===== config.mk =====
export PLATFORM = sky130hd
export DESIGN_NAME = if_id_buf
export DESIGN_NICKNAME = d
export VERILOG_FILES = /design/src/rtl/cpu_pkg.sv /design/src/rtl/fifo_ctrl.sv /design/src/rtl/if_id_buf.sv
export SDC_FILE = /design/constraint.sdc
export NUM_CORES = 1
export LEC_CHECK = 0
export CORE_MARGIN = 1.5
export CORE_UTILIZATION = 60
export CTS_CLUSTER_SIZE = 25
export DETAILED_ROUTE_END_ITERATION = 8
export DONT_BUFFER_PORTS = 1
export PLACE_DENSITY = 0.73
export SYNTH_ARGS = -nofsm -noshare
export SYNTH_HDL_FRONTEND = slang
export SYNTH_SLANG_ARGS = --single-unit
export TNS_END_PERCENT = 1

===== constraint.sdc =====
create_clock -name clk -period 13 [get_ports clk]
set_input_delay 1.3 -clock clk [delete_from_list [all_inputs] [get_ports clk]]
set_output_delay 1.3 -clock clk [all_outputs]
set_load 0.02 [all_outputs]

===== src/rtl/cpu_pkg.sv =====
// Shared miniRV core definitions: datapath width, canonical NOP and the
// fetch->decode payload record reused by the stage buffers.
package cpu_pkg;

    localparam int XLEN = 32;

    // addi x0, x0, 0
    localparam logic [XLEN-1:0] NOP_INST = 32'h0000_0013;

    typedef struct packed {
        logic [XLEN-1:0] pc;
        logic [XLEN-1:0] inst;
        logic [XLEN-1:0] pc4;
    } if_id_t;

endpackage


===== src/rtl/fifo_ctrl.sv =====
// Pointer/count bookkeeping for a small power-of-two FIFO with a
// synchronous flush that wins over both push and pop.
module fifo_ctrl #(
    parameter  int DEPTH = 2,
    localparam int AW    = $clog2(DEPTH),
    localparam int CW    = AW + 1
) (
    input  logic          clk,
    input  logic          rst,
    input  logic          push_req,
    input  logic          pop_req,
    input  logic          flush,
    output logic          push,
    output logic          pop,
    output logic [AW-1:0] wr_ptr,
    output logic [AW-1:0] rd_ptr,
    output logic [CW-1:0] count,
    output logic          full,
    output logic          empty
);

    logic [AW-1:0] wr_ptr_q, wr_ptr_d;
    logic [AW-1:0] rd_ptr_q, rd_ptr_d;
    logic [CW-1:0] count_q, count_d;

    assign full   = (count_q == CW'(DEPTH));
    assign empty  = (count_q == '0);
    assign push   = push_req && !full && !flush;
    assign pop    = pop_req && !empty && !flush;
    assign wr_ptr = wr_ptr_q;
    assign rd_ptr = rd_ptr_q;
    assign count  = count_q;

    // Pointers wrap naturally because DEPTH is a power of two.
    always_comb begin
        wr_ptr_d = wr_ptr_q;
        rd_ptr_d = rd_ptr_q;
        count_d  = count_q;
        if (flush) begin
            wr_ptr_d = '0;
            rd_ptr_d = '0;
            count_d  = '0;
        end else begin
            if (push) wr_ptr_d = wr_ptr_q + AW'(1);
            if (pop)  rd_ptr_d = rd_ptr_q + AW'(1);
            if (push && !pop)      count_d = count_q + CW'(1);
            else if (pop && !push) count_d = count_q - CW'(1);
        end
    end

    always_ff @(posedge clk or negedge rst) begin
        if (!rst) begin
            wr_ptr_q <= '0;
            rd_ptr_q <= '0;
            count_q  <= '0;
        end else begin
            wr_ptr_q <= wr_ptr_d;
            rd_ptr_q <= rd_ptr_d;
            count_q  <= count_d;
        end
    end

endmodule


===== src/rtl/if_id_buf.sv =====
// Fetch->decode decoupling FIFO: registered payload storage with a
// combinational head read, valid/ready on both sides, flush on redirect.
module if_id_buf
    import cpu_pkg::*;
#(
    parameter  int              DEPTH    = 2,
    parameter  logic [XLEN-1:0] NOP_INST = cpu_pkg::NOP_INST,
    localparam int              AW       = $clog2(DEPTH),
    localparam int              CW       = AW + 1
) (
    input  logic            clk,
    input  logic            rst,
    input  logic            if_valid,
    input  logic [XLEN-1:0] if_pc,
    input  logic [XLEN-1:0] if_inst,
    input  logic [XLEN-1:0] if_pc4,
    output logic            if_ready,
    input  logic            flush,
    output logic            id_valid,
    output logic [XLEN-1:0] id_pc,
    output logic [XLEN-1:0] id_inst,
    output logic [XLEN-1:0] id_pc4,
    input  logic            id_ready,
    output logic [CW-1:0]   occupancy
);

    logic          push, pop, full, empty;
    logic [AW-1:0] wr_ptr, rd_ptr;
    if_id_t        mem_q [DEPTH];
    if_id_t        head;

    fifo_ctrl #(.DEPTH(DEPTH)) u_ctrl (
        .clk      (clk),
        .rst      (rst),
        .push_req (if_valid),
        .pop_req  (id_ready),
        .flush    (flush),
        .push     (push),
        .pop      (pop),
        .wr_ptr   (wr_ptr),
        .rd_ptr   (rd_ptr),
        .count    (occupancy),
        .full     (full),
        .empty    (empty)
    );

    // Fullness alone gates fetch, so a same-cycle pop never frees a slot.
    assign if_ready = !full && rst;
    assign id_valid = !empty && !flush;

    // Storage is intentionally not reset; only the pointers define validity.
    always_ff @(posedge clk) begin
        if (push) mem_q[wr_ptr] <= '{pc: if_pc, inst: if_inst, pc4: if_pc4};
    end

    always_comb begin
        head    = mem_q[rd_ptr];
        id_pc   = '0;
        id_inst = NOP_INST;
        id_pc4  = '0;
        if (id_valid) begin
            id_pc   = head.pc;
            id_inst = head.inst;
            id_pc4  = head.pc4;
        end
    end

endmodule

==> results of run 1 <==
## metrics by stage
step           power (uW)  instances  cell area (um^2)
2_1_floorplan       830.1        435              7597
3_3_place_gp        835.5        586              7699
3_5_place_dp        838.0        586              7699
4_1_cts              1315        618              8257
5_1_grt              1345        618              8257
6_report             1304        618              8257
## synthesized netlist by cell type
library cell,number
sky130_fd_sc_hd__edfxtp_1,192
sky130_fd_sc_hd__mux2i_1,97
sky130_fd_sc_hd__nor2_1,75
sky130_fd_sc_hd__nor2_2,10
sky130_fd_sc_hd__nor2_4,10
sky130_fd_sc_hd__buf_2,9
sky130_fd_sc_hd__buf_6,6
sky130_fd_sc_hd__a21oi_1,4
sky130_fd_sc_hd__clkbuf_1,4
sky130_fd_sc_hd__dfrtp_1,4
sky130_fd_sc_hd__nand2_1,4
sky130_fd_sc_hd__buf_4,2
sky130_fd_sc_hd__inv_1,2
sky130_fd_sc_hd__nor3b_1,2
sky130_fd_sc_hd__o21ai_0,2
sky130_fd_sc_hd__a21o_1,1
sky130_fd_sc_hd__and2_1,1
sky130_fd_sc_hd__buf_12,1
sky130_fd_sc_hd__nand2b_1,1
sky130_fd_sc_hd__nand3b_1,1
sky130_fd_sc_hd__nor2b_1,1
sky130_fd_sc_hd__nor3_1,1
sky130_fd_sc_hd__o211ai_1,1
sky130_fd_sc_hd__or2_1,1
sky130_fd_sc_hd__or2_2,1
sky130_fd_sc_hd__or3_1,1
sky130_fd_sc_hd__xor2_1,1
## power by group through the flow
stage          logic [uW]  clock network [uW]  registers (uW)
5_1_grt              97.1                 512             735
3_3_place_gp         89.4                   0             746
6_report             89.3                 481             733
4_1_cts              90.9                 491             734
2_1_floorplan        86.8                   0             743
3_5_place_dp         90.7                   0             747
## critical path, cell delays in order
cell and delay, ns:
sky130_fd_sc_hd__or2_4 0.30, sky130_fd_sc_hd__buf_4 0.74, sky130_fd_sc_hd__inv_1 0.38, sky130_fd_sc_hd__nand2_1 0.31
## layout make-up
type | count | area (um^2)
tap | 168 | 210.2
multi-input combinational | 215 | 1574
sequential | 196 | 5869
clock buffer | 18 | 429.2
inverter | 2 | 7.507
clock inverter | 14 | 128.9
timing repair buffer | 5 | 37.54
fill | 806 | 3905
## cells by family after synthesis
kind of cell / count (synthesis) / share of synthesized area
AO/OA/AOI/OAI: 8 / 0.005930
buffers and inverters: 24 / 0.02240
multiplexers: 97 / 0.1278
flip-flops: 196 / 0.7721
XOR/XNOR: 1 / 0.001153
AND/OR/NAND/NOR: 109 / 0.07065
## final timing paths
check,endpoint,slack (ns),from
worst min register to register,u_ctrl.wr_ptr$_DFFE_PN0P_,0.59,u_ctrl.wr_ptr$_DFFE_PN0P_
max in group asynchronous,u_ctrl.rd_ptr$_DFFE_PN0P_,12.35,rst
min in group clk,u_ctrl.wr_ptr$_DFFE_PN0P_,0.59,u_ctrl.wr_ptr$_DFFE_PN0P_
worst min-delay path,u_ctrl.count[1]$_DFFE_PN0P_,0.57,rst
worst max register to register,mem_q[0][14]$_DFFE_PP_,9.81,u_ctrl.count[0]$_DFFE_PN0P_
worst max-delay path,id_inst[4],8.64,flush
## sequential cells by signal, indices dropped and copies added, names as in the netlist
signal and flops:
u_ctrl.wr_ptr 1, u_ctrl.rd_ptr 1, mem_q 192, u_ctrl.count 2
## routing by layer
layer  wire length (um)  part of all wire  vias up
li1                   -                 -     1617
met1               4222              0.35     1675
met2               5962              0.50      151
met3               1376              0.12       27
met4                344             0.029        0
met5                  0                 0        -
==> results by group, run 1 <==
Pwr
  – Internal Dissipation: 1013 uW
  – Pwr dens: 157.9 nW/um^2
  – Net load switching power: around 290 uW
  – Static leakage power: between 0.002 and 0.003 uW
  – Maximum ir drop on the vdd rail: 0.1044 mV
  – Sequential power share: 0.562
  – Proportion of total power due to net switching: 0.2229
  – Combinational power share: 0.068
  – Clock Power Share: 0.369

STA
  – Pins over their slew limit: 0
  – Hold Vio Cnt, Final: 0
  – Max Clock Freq: 0.2294 GHz
  – Hold slack final: approximately 0.57 ns
  – Setup repair after global routing missed its margin: false
  – Final critical-path required period: 4.360 ns
  – Finish-stage setup viols: 0
  – Crit share post-route: 0.3354
  – Worst rel slew slack: 0.2601
  – Setup tns final: 0 ns
  – Worst Max-Slew Pin Slew: around 1.1 ns
  – Worst Slack Setup Final: 8.640 ns
  – Worst setup skew after layout: 0.005923 ns

Logic synthesis
  – Post-synthesis instance area: 7597 um^2
  – Top cells by area in the synthesized netlist: sky130_fd_sc_hd__edfxtp_1, sky130_fd_sc_hd__mux2i_1, sky130_fd_sc_hd__nor2_1, sky130_fd_sc_hd__nor2_4, sky130_fd_sc_hd__dfrtp_1
  – Post-synthesis cell count: roughly 440
  – Post-synth top area share: 0.7589
  – Seq cells post-synth: between 150 and 200
  – Number of warning messages in the yosys log: 0
  – Post-synthesis sequential area ratio: 0.7721
  – Syn Area/Cell: ~17 um^2
  – Synth unique cells: 27
  – Net count of the mapped netlist: between 500 and 600
  – Leading area contributor after synthesis: sky130_fd_sc_hd__edfxtp_1

Routing
  – Ratio of routed vias to standard cells: 5.615
  – Via Count: 3,470
  – Number of nets with antenna violations after detailed routing: 0
  – TritonRoute pass-1 iters: 4
  – Final wirelength: 11.91 mm
  – Total DRC errors in the routed layout: 0
  – Iter 0 DRT Violations: 293
  – Average wire length per cell after detail routing: 19.26 um

Layout
  – Fraction of layout cells with a size suffix above 1: 0.1333
  – Most common cell after layout, fill and taps aside: sky130_fd_sc_hd__edfxtp_1
  – Count of nets after finishing: 538
  – Finished Core Util: 0.6789
  – Synthesis-to-layout area growth: 8.679%
  – Diode insertion count for antenna repair: 0
  – Most frequent cells in the layout: sky130_fd_sc_hd__edfxtp_1, sky130_fd_sc_hd__mux2i_1, sky130_fd_sc_hd__nor2_1

Global route
  – Met1 routing resource usage after global routing: 0.1952
  – Antenna violations before repair: 0
  – First-pass GRT wire length: 17.53 mm
  – Sum of overflow across all layers after global routing: 0
  – GRT busiest layer: met2
  – GR met3 Demand/Resource: 0.09467
  – Via count of the first global-routing pass: 3,478
  – All-layer global routing usage: 0.1837
  – Met2 usage: 0.2974
  – Maximum number of pins on one net before global-route repair: 84

Clock network
  – Clock Sink Count: 196
  – Clock tree from TritonCTS: yes
  – H-tree levels: 4
  – Post-cts sizing count: 0
  – Num CTS Buffers: 17
  – Hold buffer count at CTS: 0
  – # Post-CTS Setup Buffers: 0
  – Clk pin slew, worst setup/hold paths: 0.06 ns
  – Maximum count of clock buffers along a single path: 2
  – Clock latency at the later pin of the worst-skew pair: 0.42 ns
  – Root cell of the clock tree: sky130_fd_sc_hd__clkbuf_16

Placement
  – Weighted congestion reported at the end of routability-driven placement: ~0.8
  – Post-placement setup slack: roughly 8.5 ns
  – Port Buffer Count: 0
  – Post-detail-place hpwl: 7.586 mm

Flow run
  – Max-Cap Viols: 0

Setup path
  – Element type at the critical path start: primary input
  – Critical path start-end classification: primary input to output port
  – Top fanout value on the critical path: 66
  – Crit. End Element: output port
  – Worst R2R Path Depth: 4
  – Worst Path Arrival: just over 3 ns
  – Required @ worst endpoint: 11.70 ns

Floorplanning
  – Die outline width: around 120 um
  – Floorplan Core Area: 12,160 um^2
  – Ports placed on the boundary: approximately 200
  – Chip height: 115.5 um
  – Initial Utilization: 0.6247
  – Die Outline Area: 13,350 um^2
  – Placement row count: 40

Min path
  – Type of the tightest min-delay check: primary input to async pin

Status
  – Run status: finished, final reports clean
(Power assumes the default switching activity.)
==> run 2: changes to the inputs <==
--- a/config.mk
+++ b/config.mk
@@ -6,11 +6,11 @@
 export NUM_CORES = 1
 export LEC_CHECK = 0
 export CORE_MARGIN = 1.5
-export CORE_UTILIZATION = 60
+export CORE_UTILIZATION = 57
 export CTS_CLUSTER_SIZE = 25
 export DETAILED_ROUTE_END_ITERATION = 8
 export DONT_BUFFER_PORTS = 1
-export PLACE_DENSITY = 0.73
+export PLACE_DENSITY = 0.72
 export SYNTH_ARGS = -nofsm -noshare
 export SYNTH_HDL_FRONTEND = slang
 export SYNTH_SLANG_ARGS = --single-unit
==> constraint.sdc (replaced) <==
create_clock -name clk -period 3.6 [get_ports clk]
set_input_delay 0.36 -clock clk [delete_from_list [all_inputs] [get_ports clk]]
set_output_delay 0.36 -clock clk [all_outputs]
set_load 0.02 [all_outputs]
==> run 2 against run 1 <==
Clock-buffer cell count stayed put. Clock power grew to 3.7 times the previous value. Register-to-register slack worse by 8.3 ns. Wire length is 1.6% higher.
==> results by group, run 2 (synthesis results as in run 1) <==
Setup path
  – Top fanout value on the critical path: 53
  – Crit. End Element: output port
  – Slowest stage delay, CP: 0.58 ns
  – Worst R2R Path Depth: 4
  – Most numerous cell on the critical path: sky130_fd_sc_hd__nor2_1
  – Startpoint of the worst register-to-register path: u_ctrl.count[0]$_DFFE_PN0P_
  – Buf+Inv Stages, Crit Path: 1
  – Required @ worst endpoint: 3.24 ns
  – Cell with the largest stage delay on the worst path: sky130_fd_sc_hd__or2_4
  – Minimum setup slack among reg-to-reg paths: 1.47 ns
  – Cell class contributing the biggest share of worst-path delay: simple AND/OR/NAND/NOR gates
  – Worst R2R End: mem_q[0][79]$_DFFE_PP_
  – Worst Path Arrival: 2.41 ns
  – Element type at the critical path start: register
  – Critical path start-end classification: register to output port
  – Crit path cell chain: nor2_1, or2_4, buf_4, nor2_1

Routing
  – Via Count: 3,460
  – Ratio of routed vias to standard cells: 5.527
  – Final wirelength: 12.09 mm
  – Average wire length per cell after detail routing: 19.32 um
  – Iter 0 DRT Violations: 149
  – Number of nets with antenna violations after detailed routing: 0
  – Total DRC errors in the routed layout: 0
  – TritonRoute pass-1 iters: 4

Status
  – Run status: finished, final reports clean

Clock network
  – H-tree levels: 4
  – Maximum count of clock buffers along a single path: 2
  – Root cell of the clock tree: sky130_fd_sc_hd__clkbuf_16
  – Clk pin slew, worst setup/hold paths: 0.07 ns
  – Post-cts sizing count: 0
  – Num CTS Buffers: 17
  – Clock tree from TritonCTS: yes
  – Clock Sink Count: around 200
  – Clock latency at the later pin of the worst-skew pair: 0.41 ns

Layout
  – Fraction of layout cells with a size suffix above 1: 0.1344
  – Number of flip-flops in the largest register: around 190
  – Top register by number of flip-flops: mem_q
  – Synthesis-to-layout area growth: 9.717%
  – Diode insertion count for antenna repair: 0
  – Finished Layout Cells: 626
  – Count of nets after finishing: 543
  – Most common cell after layout, fill and taps aside: sky130_fd_sc_hd__edfxtp_1
  – Post-route standard cell area excluding fillers: 8335 um^2
  – Finished Core Util: 0.6500
  – Most frequent cells in the layout: sky130_fd_sc_hd__edfxtp_1, sky130_fd_sc_hd__mux2i_1, sky130_fd_sc_hd__nor2_1

Global route
  – Via count of the first global-routing pass: between 3,000 and 4,000
  – Antenna violations before repair: 0
  – First-pass GRT wire length: 18.67 mm
  – Maximum number of pins on one net before global-route repair: 58
  – All-layer global routing usage: 0.1783
  – Sum of overflow across all layers after global routing: 0

Placement
  – Area of placed instances: roughly 7800 um^2
  – Post-placement setup slack: 1.258 ns
  – Weighted congestion reported at the end of routability-driven placement: 0.7623
  – Post-detail-place hpwl: 7.826 mm
  – Number of placed instances, taps included: 593
  – Port Buffer Count: 0

Floorplanning
  – Placement row count: 41
  – Chip height: ~120 um
  – Ports placed on the boundary: 201
  – Initial Utilization: 0.5924
  – Die outline width: 118.5 um
  – Die Outline Area: around 14,000 um^2
  – Floorplan Core Area: 12,820 um^2

STA
  – Crit share post-route: 0.7706
  – Worst setup skew after layout: 0.004460 ns
  – Hold Vio Cnt, Final: 0
  – Finish-stage setup viols: 0
  – Worst rel slew slack: 0.4826
  – Pins over their slew limit: 0
  – Max Clock Freq: 0.3605 GHz
  – Setup repair after global routing missed its margin: false
  – Worst Max-Slew Pin Slew: 0.7760 ns
  – Worst Slack Setup Final: 0.8260 ns
  – Final critical-path required period: 2.774 ns

Min path
  – Hold endpoint: mem_q[1][91]$_DFFE_PP_
  – Type of the tightest min-delay check: primary input to register
  – Hold Crit Start: if_pc[27]
  – Cell depth of the worst hold path: 0

Pwr
  – Pwr dens: 569.6 nW/um^2
  – Total power: 4748 uW
  – Static leakage power: between 0.002 and 0.003 uW
  – Maximum ir drop on the vdd rail: between 0.4 and 0.5 mV

Flow run
  – Max-Cap Viols: 0
[run 2: cell count changes in the layout (fill, tap and decap cells not counted), sizes merged]
| cell | previous run | this run |
|---|---|---|
| clkinv | 4 | 6 |
| inv | 6 | 4 |
| clkinvlp | 5 | 3 |
| buf | 5 | 8 |
| bufinv | 1 | 2 |
| dlygate4sd3 | 0 | 2 |
[run 2: power by group]
part | internal (uW) | leakage (uW) | switching (uW)
clock network | 1020 | 0.000268 | 751
registers | 2600 | 0.00181 | 23.0
logic | 106 | 0.000527 | 250
total | 3720 | 0.00261 | 1020
[run 2: worst register-to-register path: stages, from the launching register on]
cell and delay, ns:
sky130_fd_sc_hd__dfrtp_1 0.57, sky130_fd_sc_hd__nand2b_1 0.20, sky130_fd_sc_hd__nand2_1 0.16, sky130_fd_sc_hd__nor3_4 0.16, sky130_fd_sc_hd__buf_4 0.62
[run 2: worst max-delay path by stage]
stage               depth (start not counted)                        start                     to
global placement                            4  u_ctrl.count[0]$_DFFE_PN0P_             id_pc4[28]
CTS                                         4  u_ctrl.count[0]$_DFFE_PN0P_              id_pc4[2]
global route                                4  u_ctrl.count[0]$_DFFE_PN0P_              id_pc4[1]
finish                                      4  u_ctrl.count[0]$_DFFE_PN0P_              id_pc4[6]
floorplan                                   3  u_ctrl.count[0]$_DFFE_PN0P_  mem_q[1][0]$_DFFE_PP_
detailed placement                          4  u_ctrl.count[0]$_DFFE_PN0P_              id_pc4[2]
[run 2: layout make-up]
type	count	area, um^2
Clock buffer	18	429.2
Clock inverter	13	135.1
Fill cell	897	4489
Inverter	2	7.507
Multi-Input combinational cell	215	1587
Sequential cell	196	5869
Tap cell	172	215.2
Timing Repair Buffer	10	92.59
[run 2: what timing repair did]
action	in CTS	in global routing
setup buffers	0	0
endpoints found under the hold margin	8	0
hold buffers	2	0
[run 2: metrics by stage]
| stage | setup TNS, ns | hold slack (ns) |
|---|---|---|
| finish | 0 | 0.03698 |
| global route | 0 | 0.01350 |
| CTS | 0 | 0.01541 |
| detailed placement | 0 | 0.06458 |
| global placement | 0 | 0.06453 |
| floorplan | -17.50 | 0.06441 |
[run 2: routing by layer]
| layer | share of wire | global-route usage |
|---|---|---|
| met5 | 0 | 0 |
| met4 | 0.026 | 0.09337 |
| met3 | 0.086 | 0.06564 |
| met2 | 0.52 | 0.2936 |
| met1 | 0.37 | 0.2045 |
